## src/rtl/hue_pwm_driver_if.sv

```systemverilog
// Bundle between the hue timebase and hue_pwm_driver: tick/sector in, duties and PWM pins out.
// The duty width follows INC_DEC_MAX so the interface and driver must share that parameter.
interface hue_pwm_driver_if #(
  parameter int INC_DEC_MAX = 167
);
  localparam int DW = $clog2(INC_DEC_MAX + 1);

  logic          ms_tick;
  logic [2:0]    current_state;
  logic [DW-1:0] red_duty;
  logic [DW-1:0] green_duty;
  logic [DW-1:0] blue_duty;
  logic          red_pwm;
  logic          green_pwm;
  logic          blue_pwm;

  modport master (
    output ms_tick,
    output current_state,
    input  red_duty,
    input  green_duty,
    input  blue_duty,
    input  red_pwm,
    input  green_pwm,
    input  blue_pwm
  );

  modport slave (
    input  ms_tick,
    input  current_state,
    output red_duty,
    output green_duty,
    output blue_duty,
    output red_pwm,
    output green_pwm,
    output blue_pwm
  );
endinterface

```

## src/rtl/hue_pwm_driver.sv

```systemverilog
// Colour-wheel PWM driver: ramps R/G/B duties once per ms tick and drives glitch-free PWM.
// Optional macro LED_ACTIVE_LOW_EN inverts the PWM pins for common-anode LEDs.
module hue_pwm_driver #(
  parameter int INC_DEC_MAX = 167,
  parameter int STATE_COUNT = 6
) (
  input  logic              clk,
  input  logic              rst_n,
  hue_pwm_driver_if.slave   bus
);

  localparam int DW = $clog2(INC_DEC_MAX + 1);
  localparam logic [DW-1:0] DUTY_MAX = DW'(INC_DEC_MAX);
  localparam logic [DW-1:0] CNT_LAST = DW'(INC_DEC_MAX - 1);
  localparam int RED   = 0;
  localparam int GREEN = 1;
  localparam int BLUE  = 2;

`ifdef LED_ACTIVE_LOW_EN
  localparam logic PWM_ON = 1'b0;
`else
  localparam logic PWM_ON = 1'b1;
`endif

  typedef enum logic [2:0] {
    MODE_HOLD,
    MODE_INC,
    MODE_DEC,
    MODE_HIGH,
    MODE_LOW
  } mode_t;

  mode_t         mode     [3];
  logic [DW-1:0] duty_q   [3];
  logic [DW-1:0] shadow_q [3];
  logic [DW-1:0] pwm_cnt;
  logic [2:0]    pwm_q;

  function automatic logic [DW-1:0] step_duty(input mode_t m, input logic [DW-1:0] duty);
    logic [DW-1:0] nxt;
    nxt = duty;
    case (m)
      MODE_INC:  nxt = (duty >= DUTY_MAX) ? DUTY_MAX : duty + DW'(1);
      MODE_DEC:  nxt = (duty == '0) ? '0 : duty - DW'(1);
      MODE_HIGH: nxt = DUTY_MAX;
      MODE_LOW:  nxt = '0;
      default:   nxt = duty;
    endcase
    return nxt;
  endfunction

  // Exactly one channel ramps per sector; out-of-range sectors freeze everything.
  always_comb begin
    mode[RED]   = MODE_HOLD;
    mode[GREEN] = MODE_HOLD;
    mode[BLUE]  = MODE_HOLD;
    if (int'(bus.current_state) < STATE_COUNT) begin
      case (bus.current_state)
        3'd0: begin mode[RED] = MODE_HIGH; mode[GREEN] = MODE_INC;  mode[BLUE] = MODE_LOW;  end
        3'd1: begin mode[RED] = MODE_DEC;  mode[GREEN] = MODE_HIGH; mode[BLUE] = MODE_LOW;  end
        3'd2: begin mode[RED] = MODE_LOW;  mode[GREEN] = MODE_HIGH; mode[BLUE] = MODE_INC;  end
        3'd3: begin mode[RED] = MODE_LOW;  mode[GREEN] = MODE_DEC;  mode[BLUE] = MODE_HIGH; end
        3'd4: begin mode[RED] = MODE_INC;  mode[GREEN] = MODE_LOW;  mode[BLUE] = MODE_HIGH; end
        3'd5: begin mode[RED] = MODE_HIGH; mode[GREEN] = MODE_LOW;  mode[BLUE] = MODE_DEC;  end
        default: ;
      endcase
    end
  end

  always_ff @(posedge clk or negedge rst_n) begin
    if (!rst_n) begin
      duty_q[RED]   <= DUTY_MAX;
      duty_q[GREEN] <= '0;
      duty_q[BLUE]  <= '0;
    end else if (bus.ms_tick) begin
      for (int ch = 0; ch < 3; ch++) begin
        duty_q[ch] <= step_duty(mode[ch], duty_q[ch]);
      end
    end
  end

  // Shadows latch on the last count of a period, so a whole period always uses one duty.
  always_ff @(posedge clk or negedge rst_n) begin
    if (!rst_n) begin
      pwm_cnt         <= '0;
      shadow_q[RED]   <= DUTY_MAX;
      shadow_q[GREEN] <= '0;
      shadow_q[BLUE]  <= '0;
    end else begin
      if (pwm_cnt == CNT_LAST) begin
        pwm_cnt <= '0;
        for (int ch = 0; ch < 3; ch++) begin
          shadow_q[ch] <= duty_q[ch];
        end
      end else begin
        pwm_cnt <= pwm_cnt + DW'(1);
      end
    end
  end

  always_ff @(posedge clk or negedge rst_n) begin
    if (!rst_n) begin
      pwm_q <= {3{~PWM_ON}};
    end else begin
      for (int ch = 0; ch < 3; ch++) begin
        pwm_q[ch] <= (pwm_cnt < shadow_q[ch]) ? PWM_ON : ~PWM_ON;
      end
    end
  end

  assign bus.red_duty   = duty_q[RED];
  assign bus.green_duty = duty_q[GREEN];
  assign bus.blue_duty  = duty_q[BLUE];
  assign bus.red_pwm    = pwm_q[RED];
  assign bus.green_pwm  = pwm_q[GREEN];
  assign bus.blue_pwm   = pwm_q[BLUE];

endmodule

```

## src/flat_wrapper.sv

```systemverilog
// flat-port wrapper written by rule: the top's interface ports become plain ports
module hue_pwm_driver_flat 
#(
  parameter int INC_DEC_MAX = 167,
  parameter int STATE_COUNT = 6
)
  (clk, rst_n, bus_ms_tick, bus_current_state, bus_red_duty, bus_green_duty, bus_blue_duty, bus_red_pwm, bus_green_pwm, bus_blue_pwm);
  hue_pwm_driver_if #(.INC_DEC_MAX(INC_DEC_MAX)) bus_i ();
  input  logic clk;
  input  logic rst_n;
  input wire logic [$bits(bus_i.ms_tick)-1:0] bus_ms_tick;
  input wire logic [$bits(bus_i.current_state)-1:0] bus_current_state;
  output wire logic [$bits(bus_i.red_duty)-1:0] bus_red_duty;
  output wire logic [$bits(bus_i.green_duty)-1:0] bus_green_duty;
  output wire logic [$bits(bus_i.blue_duty)-1:0] bus_blue_duty;
  output wire logic [$bits(bus_i.red_pwm)-1:0] bus_red_pwm;
  output wire logic [$bits(bus_i.green_pwm)-1:0] bus_green_pwm;
  output wire logic [$bits(bus_i.blue_pwm)-1:0] bus_blue_pwm;
  assign bus_i.ms_tick = bus_ms_tick;
  assign bus_i.current_state = bus_current_state;
  assign bus_red_duty = bus_i.red_duty;
  assign bus_green_duty = bus_i.green_duty;
  assign bus_blue_duty = bus_i.blue_duty;
  assign bus_red_pwm = bus_i.red_pwm;
  assign bus_green_pwm = bus_i.green_pwm;
  assign bus_blue_pwm = bus_i.blue_pwm;
  hue_pwm_driver #(.INC_DEC_MAX(INC_DEC_MAX), .STATE_COUNT(STATE_COUNT)) u_core (.clk(clk), .rst_n(rst_n), .bus(bus_i));
endmodule
```

## config.mk

```make
export PLATFORM = sky130hd
export DESIGN_NAME = hue_pwm_driver_flat
export DESIGN_NICKNAME = d
export VERILOG_FILES = /design/src/rtl/hue_pwm_driver_if.sv /design/src/rtl/hue_pwm_driver.sv /design/src/flat_wrapper.sv
export SDC_FILE = /design/constraint.sdc
export NUM_CORES = 1
export LEC_CHECK = 0
export ABC_AREA = 1
export CORE_MARGIN = 2
export CORE_UTILIZATION = 35
export CTS_CLUSTER_SIZE = 24
export DETAILED_ROUTE_END_ITERATION = 7
export GPL_TIMING_DRIVEN = 0
export PLACE_DENSITY = 0.59
export SLEW_MARGIN = 20
export SYNTH_ARGS = -nofsm -noshare
export SYNTH_HDL_FRONTEND = slang
export SYNTH_SLANG_ARGS = --single-unit
```

## constraint.sdc

```tcl
create_clock -name clk -period 1.6 [get_ports clk]
set_clock_uncertainty 0.1 [all_clocks]
set_input_delay 0.32 -clock clk [delete_from_list [all_inputs] [get_ports clk]]
set_output_delay 0.32 -clock clk [all_outputs]
set_load 0.05 [all_outputs]
```

==> flow_summary.yaml <==
synth:
  syn_inst: 572
  synth_top_area_cell: "dfrtp_1"
  ys.flop_type: "dfrtp_1"
  synthesis.nets: 610
  netlist_top_cells_area: "dfrtp_1 (30%), nand2_1 (15%), ha_1 (9.9%)"
  synth_edf_count: 0
  ys.warnings.count: 0
  ys_ff_latch: 59
  synth_area_um2: 4060
  synth.yosys.seq_area_share_pct: 36.7
  synth_top_area_share_pct: 30.2
  synth.most_common_cell: "nand2_1"
  ys_top_cells_by_count: "nand2_1 (161), inv_1 (81), o21ai_0 (51)"
  synthArstFlopShare_pct: 100
  synthDistinctLibCells: 27
  syn_area_per_cell_um2: 7.09
die:
  start_util_pct: 35.7
  die_w_um: 112
  io_pins: 33
  die_h_um: 112
  dieArea_um2: 12500
  core_um2: 11400
  rows: 39
detailed_routing:
  top_layer_used: "met4"
  wl_met1_um: 5270
  num_vias: 4074
  drcViolationCount: 0
  drt_pre_antenna_iters: 5
  wl_met2_um: 5550
  avgViaCountPerCell: 5.12
  drt-total-wl_um: 11600
  wl_met3_um: 519
  wl_per_cell_um: 14.6
  drt_iter0_drc: 213
  drtAntennaViolNets: 0
timing:
  setup_viol: 10
  fin_crit_sh_pct: 112
  fin_ws_ns: -0.190
  tns_ns: -1.29
  final_hold_viol_count: 0
  maxSlewHeadroom_pct: 67.9
  slew_viol_final: 0
  max_freq_ghz: 0.559
  tightest_slew_ns: 0.484
  rsz0062_at_grt: "yes"
  period_needed_ns: 1.79
  holdWs_ns: 0.305
cts:
  cts_root_buf: "clkbuf_16"
  htree_levels: 3
  clk_path_buf_depth: 2
  cts_tree: "built"
  insertion_delay_ns: 0.33
  numCtsBuffers: 9
  cts_sinks: 59
  cts.clk_slew.worst_paths_ns: 0.05
global_route:
  grt_pass1_wl_um: 18200
  antenna_found_initial: 0
  grtUsageTotal_pct: 17.9
  grt_max_degree: 44
  grt_pass1_vias: 3743
  grt_remaining_overflow: 0
place:
  portBuffers: 32
  dp_hpwl_um: 7880
  finalWeightedCongestion: 0.918
  pre_cts_ws_ns: -0.590
setup_path:
  cp.arrival_ns: 1.95
  crit_path_max_fanout: 8
  critPathKind: "register to register"
  critical-path-top-delay-family: "flip-flops"
  cp_num_buf_inv: 2
  start_kind: "register"
  crit_chain: "buf_6 > inv_6 > ha_4 > nand2_4 > nor2_4 > nor2_4 > nand2_1 > nand2_1 > nand3_1 > o21ai_1"
  max_stage_delay_ns: 0.64
  critPathSlowestCell: "dfstp_4"
  crit_required_ns: 1.76
  end_kind: "register"
outcome:
  violations: "setup timing"
  outcome: "complete, but fails checks"
cells_and_area:
  drive_above_1_share_pct: 27.9
  multi_input_area_um2: 2450
  diodes: 0
  nNetsFinal: 686
  fillerInstances: 1122
  syn_to_final_growth_pct: 34.9
  seqCellArea_um2: 1510
run:
  maxCapViolCount: 0
power:
  p_per_area_nw_per_um2: 1040
  peakVddDrop_mv: 0.542
  p_leak_uw: 0.00266
min_path:
  holdCritPathClass: "input port to async pin"
layout make-up:
type                       count  area share [%]
multi-input combinational    416            44.7
sequential                    59            27.7
timing repair buffer          64            10.2
inverter                      83            6.29
clock buffer                  13            4.94
tap                          143            3.27
buffer                        15            2.72
clock inverter                 2           0.183
path summary, 6_finish.rpt:
check	to	startpoint	slack [ns]	cells after the start
setup / recovery	u_core.bus.red_duty[0]	u_core.bus.red_duty[0]	-0.19	10
hold / removal	u_core.bus.green_duty[1]	rst_n	0.31	2
setup reg to reg	u_core.bus.red_duty[0]	u_core.bus.red_duty[0]	-0.19	10
hold reg to reg	u_core.shadow_q[18]	u_core.shadow_q[18]	0.37	2
max in group asynchronous	u_core.shadow_q[16]	rst_n	0.53	3
min in group clk	u_core.shadow_q[18]	u_core.shadow_q[18]	0.37	2
logic make-up after synthesis:
kind of cell / share of synthesized area (%)
fa+ha+maj: 9.87
compound gates: 11.7
xor+xnor: 2.81
buf+inv: 9.81
flops: 36.7
simple gates: 29.1
where the power goes:
| group | internal (uW) | switching (uW) |
|---|---|---|
| Clock | 1160 | 676 |
| Sequential | 1640 | 177 |
| Combinational | 678 | 1340 |
per-layer routing:
metal / up-vias / GRT usage, %
met4: 0 / 7.24
met1: 1931 / 24.4
li1: 2003 / -
met5: - / 0
met2: 117 / 28.0
met3: 23 / 3.65
timing repair:
action,CTS,global route
setup endpoints to repair,77,59
endpoints found under the hold margin,13,0
gates cloned,0,4
gates resized for setup,130,133
buffers inserted,3,24
pin swaps,2,22
hold buffers,1,0
through the flow:
stage | power [uW] | instance area [um2] | util, % | instances
floorplan | 2970 | 4100 | - | 572
global placement | 3470 | 4600 | 40.5 | 747
detailed placement | 3490 | 4620 | 40.6 | 748
CTS | 5340 | 4960 | 43.6 | 767
global route | 5950 | 5470 | 48.1 | 795
finish | 5660 | 5470 | 48.1 | 795
state kept, by name, indices dropped and copies added, names as in the netlist:
| name | count |
|---|---|
| u_core.bus.blue_duty | 8 |
| u_core.bus.green_duty | 8 |
| u_core.bus.red_duty | 8 |
| u_core.pwm_cnt | 8 |
| u_core.pwm_q | 3 |
| u_core.shadow_q | 24 |
cells in the final DEF (no fill, tap or decap), types with 3 or more instances in the layout:
cell	Yosys	final
inv_6	0	3
inv_1	81	67
nor2_1	47	36
nand2_4	0	4
ha_1	32	23
nor3_1	6	5
dfstp_2	10	8
nand2_2	1	10
buf_6	2	15
dfrtp_2	0	14
o21ai_1	1	15
clkdlybuf4s15_2	0	7
nor2_4	2	10
ha_2	0	5
nand3_2	0	10
o21ai_2	1	4
inv_2	2	7
dfrtp_1	49	35
buf_2	6	13
buf_4	2	28
nand2_1	161	149
nor2_2	2	5
inv_4	0	5
nand3_1	43	33
nand4_1	18	18
o21ai_0	51	33
ha_4	0	4
xor2_1	13	13
clkbuf_16	0	10
a21oi_1	29	28
clkbuf_8	0	3
No activity file was read; power rests on OpenSTA's default activity.
